`config.mk`:
```
export PLATFORM = sky130hd
export DESIGN_NAME = conv_window_3x3
export DESIGN_NICKNAME = d
export VERILOG_FILES = /design/src/rtl/conv_pkg.sv /design/src/rtl/conv_line_buf.sv /design/src/rtl/conv_window_3x3.sv
export SDC_FILE = /design/constraint.sdc
export NUM_CORES = 1
export LEC_CHECK = 0
export BUFFER_PORTS_ARGS = -buffer_cell sky130_fd_sc_hd__buf_2
export CORE_MARGIN = 8
export CORE_UTILIZATION = 50
export CTS_CLUSTER_SIZE = 25
export DETAILED_ROUTE_END_ITERATION = 6
export MAX_ROUTING_LAYER = met4
export PLACE_DENSITY = 0.8
export SLEW_MARGIN = 20
export SYNTH_ARGS = -nofsm -noshare
export SYNTH_HDL_FRONTEND = slang
export SYNTH_SLANG_ARGS = --single-unit
```
`constraint.sdc`:
```
create_clock -name clk -period 1.6 [get_ports clk]
set_input_delay 0.08 -clock clk [delete_from_list [all_inputs] [get_ports clk]]
set_output_delay 0.08 -clock clk [all_outputs]
set_load 0.1 [all_outputs]
```
`src/rtl/conv_pkg.sv`:
```
// conv_pkg: shared definitions for the 3x3 convolution window generator.
// Contents: FSM state encoding (FILL/RUN), window slice index constants,
// and a helper mapping (row, col) of the window to its slice index.
package conv_pkg;

    typedef enum logic {
        FILL = 1'b0,
        RUN  = 1'b1
    } state_t;

    // Slice k = 3*r + c of the packed window; r=0 is the oldest row, c=0 the oldest column.
    localparam int K00 = 0;
    localparam int K01 = 1;
    localparam int K02 = 2;
    localparam int K10 = 3;
    localparam int K11 = 4;
    localparam int K12 = 5;
    localparam int K20 = 6;
    localparam int K21 = 7;
    localparam int K22 = 8;

    function automatic int slice_idx(input int r, input int c);
        return 3 * r + c;
    endfunction

endpackage

```
`src/rtl/conv_line_buf.sv`:
```
// conv_line_buf: fixed-length pixel delay line of DEPTH accepted pixels.
// Ports:
//   clk   - rising-edge clock
//   rst   - synchronous, active-low reset (clears the whole line)
//   ce    - clock enable; low freezes contents
//   shift - advance the line by one pixel (when ce=1)
//   din   - pixel entering the line
//   dout  - pixel that entered DEPTH shifts ago
module conv_line_buf #(
    parameter int WIDTH = 8,
    parameter int DEPTH = 28
) (
    input  logic             clk,
    input  logic             rst,
    input  logic             ce,
    input  logic             shift,
    input  logic [WIDTH-1:0] din,
    output logic [WIDTH-1:0] dout
);

    logic [DEPTH-1:0][WIDTH-1:0] mem;

    always_ff @(posedge clk) begin
        if (!rst)
            mem <= '0;
        else if (ce && shift)
            mem <= {mem[DEPTH-2:0], din};
    end

    // The oldest entry is exactly DEPTH shifts old, so it is read combinationally
    // and lines up with the pixel being accepted now.
    assign dout = mem[DEPTH-1];

endmodule

```
`src/rtl/conv_window_3x3.sv`:
```
// conv_window_3x3: streams raster-order pixels and emits every 3x3 window that
// lies fully inside the IMG_W x IMG_H frame.
// Ports:
//   clk        - rising-edge clock
//   rst        - synchronous, active-low reset (priority over ce)
//   ce         - clock enable; low freezes all state, win_vld/frame_done read 0
//   din_vld    - pixel valid; a pixel is accepted when din_vld=1 and ce=1
//   din        - raster-order pixel, row 0 first
//   win        - 3x3 window, slice k=3*r+c at [WIDTH*(k+1)-1:WIDTH*k]
//   win_vld    - one-cycle pulse per valid window
//   frame_done - one-cycle pulse after the last pixel of a frame is accepted
module conv_window_3x3 #(
    parameter int WIDTH = 8,
    parameter int IMG_W = 28,
    parameter int IMG_H = 28
) (
    input  logic               clk,
    input  logic               rst,
    input  logic               ce,
    input  logic               din_vld,
    input  logic [WIDTH-1:0]   din,
    output logic [9*WIDTH-1:0] win,
    output logic               win_vld,
    output logic               frame_done
);

    import conv_pkg::*;

    localparam int CW = $clog2(IMG_W);
    localparam int RW = $clog2(IMG_H);

    logic [CW-1:0] col;
    logic [RW-1:0] row;
    state_t        state, state_nxt;
    logic          acc, col_last, row_last, frame_last, win_hit;
    logic          vld_q, fd_q;
    logic [WIDTH-1:0] lb1_out, lb2_out;
    logic [2:0][2:0][WIDTH-1:0] w, w_nxt;
    logic [9*WIDTH-1:0] win_nxt;

    assign acc        = ce & din_vld;
    assign col_last   = col == CW'(IMG_W - 1);
    assign row_last   = row == RW'(IMG_H - 1);
    assign frame_last = col_last & row_last;
    // RUN is exactly "row >= 2"; col >= 2 keeps windows from straddling rows.
    assign win_hit    = acc && state == RUN && col >= CW'(2);

    conv_line_buf #(.WIDTH(WIDTH), .DEPTH(IMG_W)) u_lb1 (
        .clk   (clk),
        .rst   (rst),
        .ce    (ce),
        .shift (din_vld),
        .din   (din),
        .dout  (lb1_out)
    );

    conv_line_buf #(.WIDTH(WIDTH), .DEPTH(IMG_W)) u_lb2 (
        .clk   (clk),
        .rst   (rst),
        .ce    (ce),
        .shift (din_vld),
        .din   (lb1_out),
        .dout  (lb2_out)
    );

    always_comb begin
        state_nxt = state;
        if (acc) begin
            if (state == FILL && row == RW'(1) && col_last)
                state_nxt = RUN;
            else if (state == RUN && frame_last)
                state_nxt = FILL;
        end
    end

    always_comb begin
        w_nxt = w;
        for (int r = 0; r < 3; r++) begin
            w_nxt[r][0] = w[r][1];
            w_nxt[r][1] = w[r][2];
        end
        w_nxt[0][2] = lb2_out;
        w_nxt[1][2] = lb1_out;
        w_nxt[2][2] = din;
        win_nxt = '0;
        for (int r = 0; r < 3; r++)
            for (int c = 0; c < 3; c++)
                win_nxt[WIDTH*slice_idx(r, c) +: WIDTH] = w_nxt[r][c];
    end

    always_ff @(posedge clk) begin
        if (!rst) begin
            col   <= '0;
            row   <= '0;
            state <= FILL;
            w     <= '0;
            win   <= '0;
            vld_q <= 1'b0;
            fd_q  <= 1'b0;
        end else if (ce) begin
            state <= state_nxt;
            vld_q <= win_hit;
            fd_q  <= acc & frame_last;
            if (acc) begin
                w   <= w_nxt;
                col <= col_last ? '0 : col + CW'(1);
                if (col_last)
                    row <= row_last ? '0 : row + RW'(1);
            end
            if (win_hit)
                win <= win_nxt;
        end
    end

    // Pulses are held pending in frozen state while ce=0 and only shown once ce is high.
    assign win_vld    = vld_q & ce;
    assign frame_done = fd_q & ce;

endmodule

```
# After elaboration in Yosys (flattened, before gate mapping)
# Index checks and enable logic that the tools add are counted.
op_classes:
  n_lt_le_gt_ge: 1
  n_reduce_logical: 11
  n_addsub: 2
  n_bitwise: 6
  eq_ne: 3
  mux: 4
op_table:
  columns: ["operator", "count"]
  rows:
  - ["adder 5 x 1 -> 5 bit, second input constant", 2]
  - ["equality test 5 bit, second input constant", 2]
  - ["two-way mux 5 bit", 2]
  - ["logical AND 1 bit", 6]
  - ["AND reduction 3 bit", 2]
  - ["bitwise AND 1 bit", 5]
  - ["equality test 5 x 1 -> 1 bit, second input constant", 1]
  - ["greater-or-equal comparator 5 x 2 -> 1 bit, second input constant", 1]
  - ["AND reduction 2 bit", 2]
  - ["two-way mux 1 bit", 2]
  - ["nonzero test 2 bit", 1]
  - ["NOT 1 bit", 1]
word_totals:
  register_bits: 581
  wordCells: 95

# Depth between registers and ports, before layout
logic_depth:
  depth_word: 5
  depth_mapped: 6
  depth_no_buf: 4

# By module
# Synthesis repeated with hierarchy kept, for this count alone.
hier_totals:
  cells_unflattened: 2082
  area_unflattened_um2: 21401.8
modules_own_cells:
  columns: ["module", "area_each_um2", "cells_per_inst", "instances"]
  rows:
  - ["conv_line_buf", 8061.5, 742, 2]
  - ["conv_window_3x3", 5278.8, 598, 1]

# Worst setup path after synthesis
# Ideal clock, no wire load.
synth_timing:
  kind: "flip-flop to flip-flop"
  from: "register col[4]"
  to: "register vld_q"
  arrival_ps: 1425
  n_path_buf: 2
  slack_ps: 60
  required_time_ps: 1485
  stages_incl_launch_ff: 6
  cell_sequence: "dfxtp_1 or3_1 o311a_1 buf_6 buf_6 o21a_1"
synth_via:
  elab_chain_cells: 2
synth_lines:
  columns: ["item", "line_no", "source"]
  rows:
  - ["start, declared", "conv_window_3x3.sv:32", "logic [CW-1:0] col;"]
  - ["start signal, assigned", "conv_window_3x3.sv:106", "col <= col_last ? '0 : col + CW'(1);"]
  - ["greater-or-equal comparator 5 x 2 -> 1 bit", "conv_window_3x3.sv:46", "assign win_hit = acc && state == RUN && col >= CW'(2);"]
  - ["logical AND 1 bit", "conv_window_3x3.sv:46", null]
  - ["end signal, assigned", "conv_window_3x3.sv:102", "vld_q <= win_hit;"]
  - ["end, declared", "conv_window_3x3.sv:36", "logic vld_q, fd_q;"]
# Every way passes these cells.
# A chain may end at the register's enable or synchronous reset.

# Final worst setup path
layout_timing:
  from: "register col[4]"
  to: "register win[62]"
layout_via:
  elab_chain_cells: 3
layout_lines:
  columns: ["item", "line_no", "source"]
  rows:
  - ["greater-or-equal comparator 5 x 2 -> 1 bit", "conv_window_3x3.sv:46", null]
  - ["logical AND 1 bit", "conv_window_3x3.sv:46", null]
  - ["AND reduction 2 bit (no source line)", null, null]
  - ["end signal, assigned", "conv_window_3x3.sv:111", "win <= win_nxt;"]
  - ["end, declared", "conv_window_3x3.sv:22", "output logic [9*WIDTH-1:0] win,"]
# Every way passes these cells.

==> results.py <==
metrics = {
    "clock_tree": {
        "clkLatencyLatePin_ps": 570,
        "cts_tree": "done",
        "numCtsBuffers": 55,
        "cts.clk_slew.worst_paths_ps": 60,
        "cts_max_level": 2,
        "clock-root-buffer": "clkbuf_16",
        "cts_sinks": 581,
        "clockBufferDepth": 3,
    },
    "setup_path": {
        "cp.required_ps": 2080,
        "cp-start-kind": "flip-flop",
        "r2r_start": "col[4]",
        "rr_worst_depth": 4,
        "cp_max_fo": 29,
        "cp_slowest_cell": "or3_1",
        "reg2reg_slack_ps": 1,
        "path_cells": "or3_1 > o311a_4 > buf_12 > mux2i_2",
        "crit_family": "simple AND/OR/NAND/NOR gates",
        "worst_setup_path_end_kind": "flip-flop",
        "worst-path-buf-inv": 1,
        "crit_arrival_ps": 2080,
        "critPathMaxStageDelay_ps": 380,
        "crit_type": "flip-flop to flip-flop",
        "r2r_end": "win[62]",
    },
    "synthesis": {
        "ys_warn_count": 0,
        "yosys.area.top_type": "dfxtp_1",
        "yosys.area_share.simple_pct": 20.39,
        "synth.mux.area_fraction_pct": 3.388,
        "synth-seq-cells": 581,
        "synth_area_sq_um": 21560,
        "synth_area_per_cell_sq_um": 8.554,
        "synth_cell_types": 31,
        "synthAdderAreaFrac_pct": 0.2321,
        "mappedNetlistNets": 2537,
        "syn_inst": 2521,
        "synth_top_area_share_pct": 53.94,
        "ys_seq_area_share_pct": 53.94,
        "synth_top_family_by_area": "simple AND/OR/NAND/NOR gates",
        "synthTopCellsByArea": "dfxtp_1 (54%), nand2_1 (20%), a21boi_0 (17%)",
        "synth_xor_area_share_pct": 0.08123,
        "synth_compound_area_share_pct": 17.84,
    },
    "detailed_routing": {
        "num_vias": 15950,
        "first_pass_iters": 5,
        "ant_nets": 0,
        "avgViaCountPerCell": 5.081,
        "wire_per_inst_microns": 12.97,
        "drc": 0,
        "totalWireLength_microns": 40730,
        "drt_iter0_drc": 1017,
    },
    "run": {
        "drv_cap": 0,
    },
    "global_routing": {
        "grt_pass1_vias": 15430,
        "grt_usage_pct": 16.35,
        "grt_max_degree": 84,
        "grt_pass1_wl_microns": 70390,
        "antenna_found_initial": 0,
        "grt-ovfl-total": 0,
    },
    "layout": {
        "post-route-cell-area_sq_um": 24780,
        "area_delta_synth_final_pct": 14.92,
        "drive_gt1_share_pct": 9.907,
        "diodes": 0,
        "nNetsFinal": 2566,
    },
    "die": {
        "design.core.area_sq_um": 42790,
        "die_area_sq_um": 50030,
        "start_util_pct": 50.39,
        "fp-row-count": 76,
        "ios": 86,
        "die_h_microns": 223.7,
        "die_w_microns": 223.7,
    },
    "place": {
        "hpwl_microns": 25020,
        "dp_slack_ps": -35.30,
        "port_buffers": 85,
        "placed_area_sq_um": 22730,
        "gp_congestion": 0.7659,
    },
    "timing": {
        "fin_crit_sh_pct": 99.94,
        "clock-skew-final_ps": 13.31,
        "fmax_mhz": 625.4,
        "finalHoldViolCount": 0,
        "fin_ws_ps": 1.018,
        "tightestPinTransition_ps": 546.6,
        "setup_viol": 0,
        "rsz0062_at_grt": "yes",
        "fin_crit_ps": 1599,
        "slew_headroom_pct": 63.81,
        "slew_violations": 0,
    },
    "pwr": {
        "irDropWorstVdd_uv": 888.3,
        "p_leak_nw": 8.267,
        "cellPowerDensity_nw_per_um2": 1167,
    },
    "worst_hold_path": {
        "min_path_type": "primary input to flip-flop",
        "whs_endpoint": "win[65]",
        "hold-path-cell-count": 4,
        "hold_start": "din[1]",
    },
    "run_status": {
        "status": "finished clean",
    },
}
-- stage by stage --
stage	utilization (%)	hold slack [ps]	TNS, ps	power, mW	instances
floorplan	-	222.2	0	15.54	2521
global placement	53.11	346.2	0	15.85	3027
detailed placement	53.11	354.2	-80.74	15.87	3027
CTS	57.86	295.0	0	29.20	3139
global route	57.92	320.9	-84.30	29.96	3140
finish	57.92	324.2	0	28.93	3140
-- logic make-up after synthesis --
family                     Yosys count
and+or+nand+nor                   1155
buffers and inverters              193
adders and majority gates            4
muxes                               73
AOI/OAI and AO/OA                  513
xor gates and xnor gates             2
DFF                                581
-- worst max path at each step --
stage | slack, ps | end | startpoint | cells past startpoint
2_1_floorplan | 60 | vld_q | col[4] | 5
3_3_place_gp | 30 | vld_q | col[0] | 5
3_5_place_dp | -40 | col[1] | col[1] | 5
4_1_cts | 20 | vld_q | col[4] | 4
5_1_grt | -50 | win[62] | col[4] | 4
6_report | 1 | win[62] | col[4] | 4
-- registers in the layout, indices dropped and copies added (netlist names) --
name	cells
state	1
u_lb2.mem	216
u_lb1.dout	8
fd_q	1
win	72
u_lb2.dout	8
vld_q	1
w	48
row	5
u_lb1.mem	216
col	5
-- per-layer routing --
| metal | track usage [%] | wire length (microns) | up-vias |
|---|---|---|---|
| li1 | - | - | 8160 |
| met5 | - | 0 | - |
| met1 | 20.08 | 18760 | 7533 |
| met2 | 27.67 | 19740 | 203 |
| met4 | 4.588 | 777 | 0 |
| met3 | 2.642 | 1454 | 57 |
-- cells in the final DEF (no fill, tap or decap), types with 2 or more instances in the layout --
master and instances:
clkbuf_1 5, buf_2 83, o21ai_0 2, or3_1 2
and2_1 2, o32ai_1 2, nand3_1 5, bufinv_16 4
nand4b_1 3, mux2i_2 3, ha_1 4, mux2i_1 70
nor3_1 2, clkinv_2 12, dlygate4sd3_1 11, o21a_1 2
clkbuf_8 18, clkinvlp_4 4, nand2b_1 3, a21boi_0 499
buf_4 34, inv_1 3, nor2_1 3, clkbuf_16 57
nor2b_1 3, nand2_1 1127, buf_12 33, a211oi_1 2
dfxtp_1 580
-- timing repair --
| item | CTS | global route |
|---|---|---|
| endpoints found under the hold margin | 63 | 0 |
| resized for setup | 5 | 6 |
| buffers inserted | 0 | 1 |
| pin swaps | 0 | 1 |
| hold buffers | 11 | 0 |
| setup endpoints to repair | 7 | 19 |
-- synth_stat cells --
cell type / count
nand2_1: 1128
dfxtp_1: 581
a21boi_0: 499
clkbuf_1: 96
buf_2: 85
mux2i_1: 73
buf_6: 8
nand3_1: 5
ha_1: 4
o21ai_0: 4
and2_1: 3
inv_1: 3
nand2b_1: 3
nand4b_1: 3
nor2_1: 3
nor2b_1: 3
a211oi_1: 2
nor3_1: 2
o21a_1: 2
o32ai_1: 2
or3_1: 2
a21oi_1: 1
and4_1: 1
buf_1: 1
nand3b_1: 1
nand4_1: 1
o311a_1: 1
o311ai_0: 1
o41ai_1: 1
xnor2_1: 1
xor2_1: 1
-- final cells by class --
type                       count  area [sq um]
clock buffer                  80          1693
multi-input combinational   1747          9087
clock inverter                21         219.0
timing repair buffer         162          1456
tap                          546         683.2
inverter                       3         11.26
fill                        3539         18010
sequential                   581         11630
-- worst min-delay path, cell delays in order --
cell and delay [ps]:
dlygate4sd3_1 520, buf_2 140, nand2_1 60, mux2i_1 50
-- power by group --
group / internal, mW / switching, mW / total [mW]
clock: 7.96 / 5.39 / 13.4
combinational: 0.396 / 0.658 / 1.05
sequential: 14.5 / 0.0196 / 14.5
Note: power is estimated with default switching activity, not from simulation.
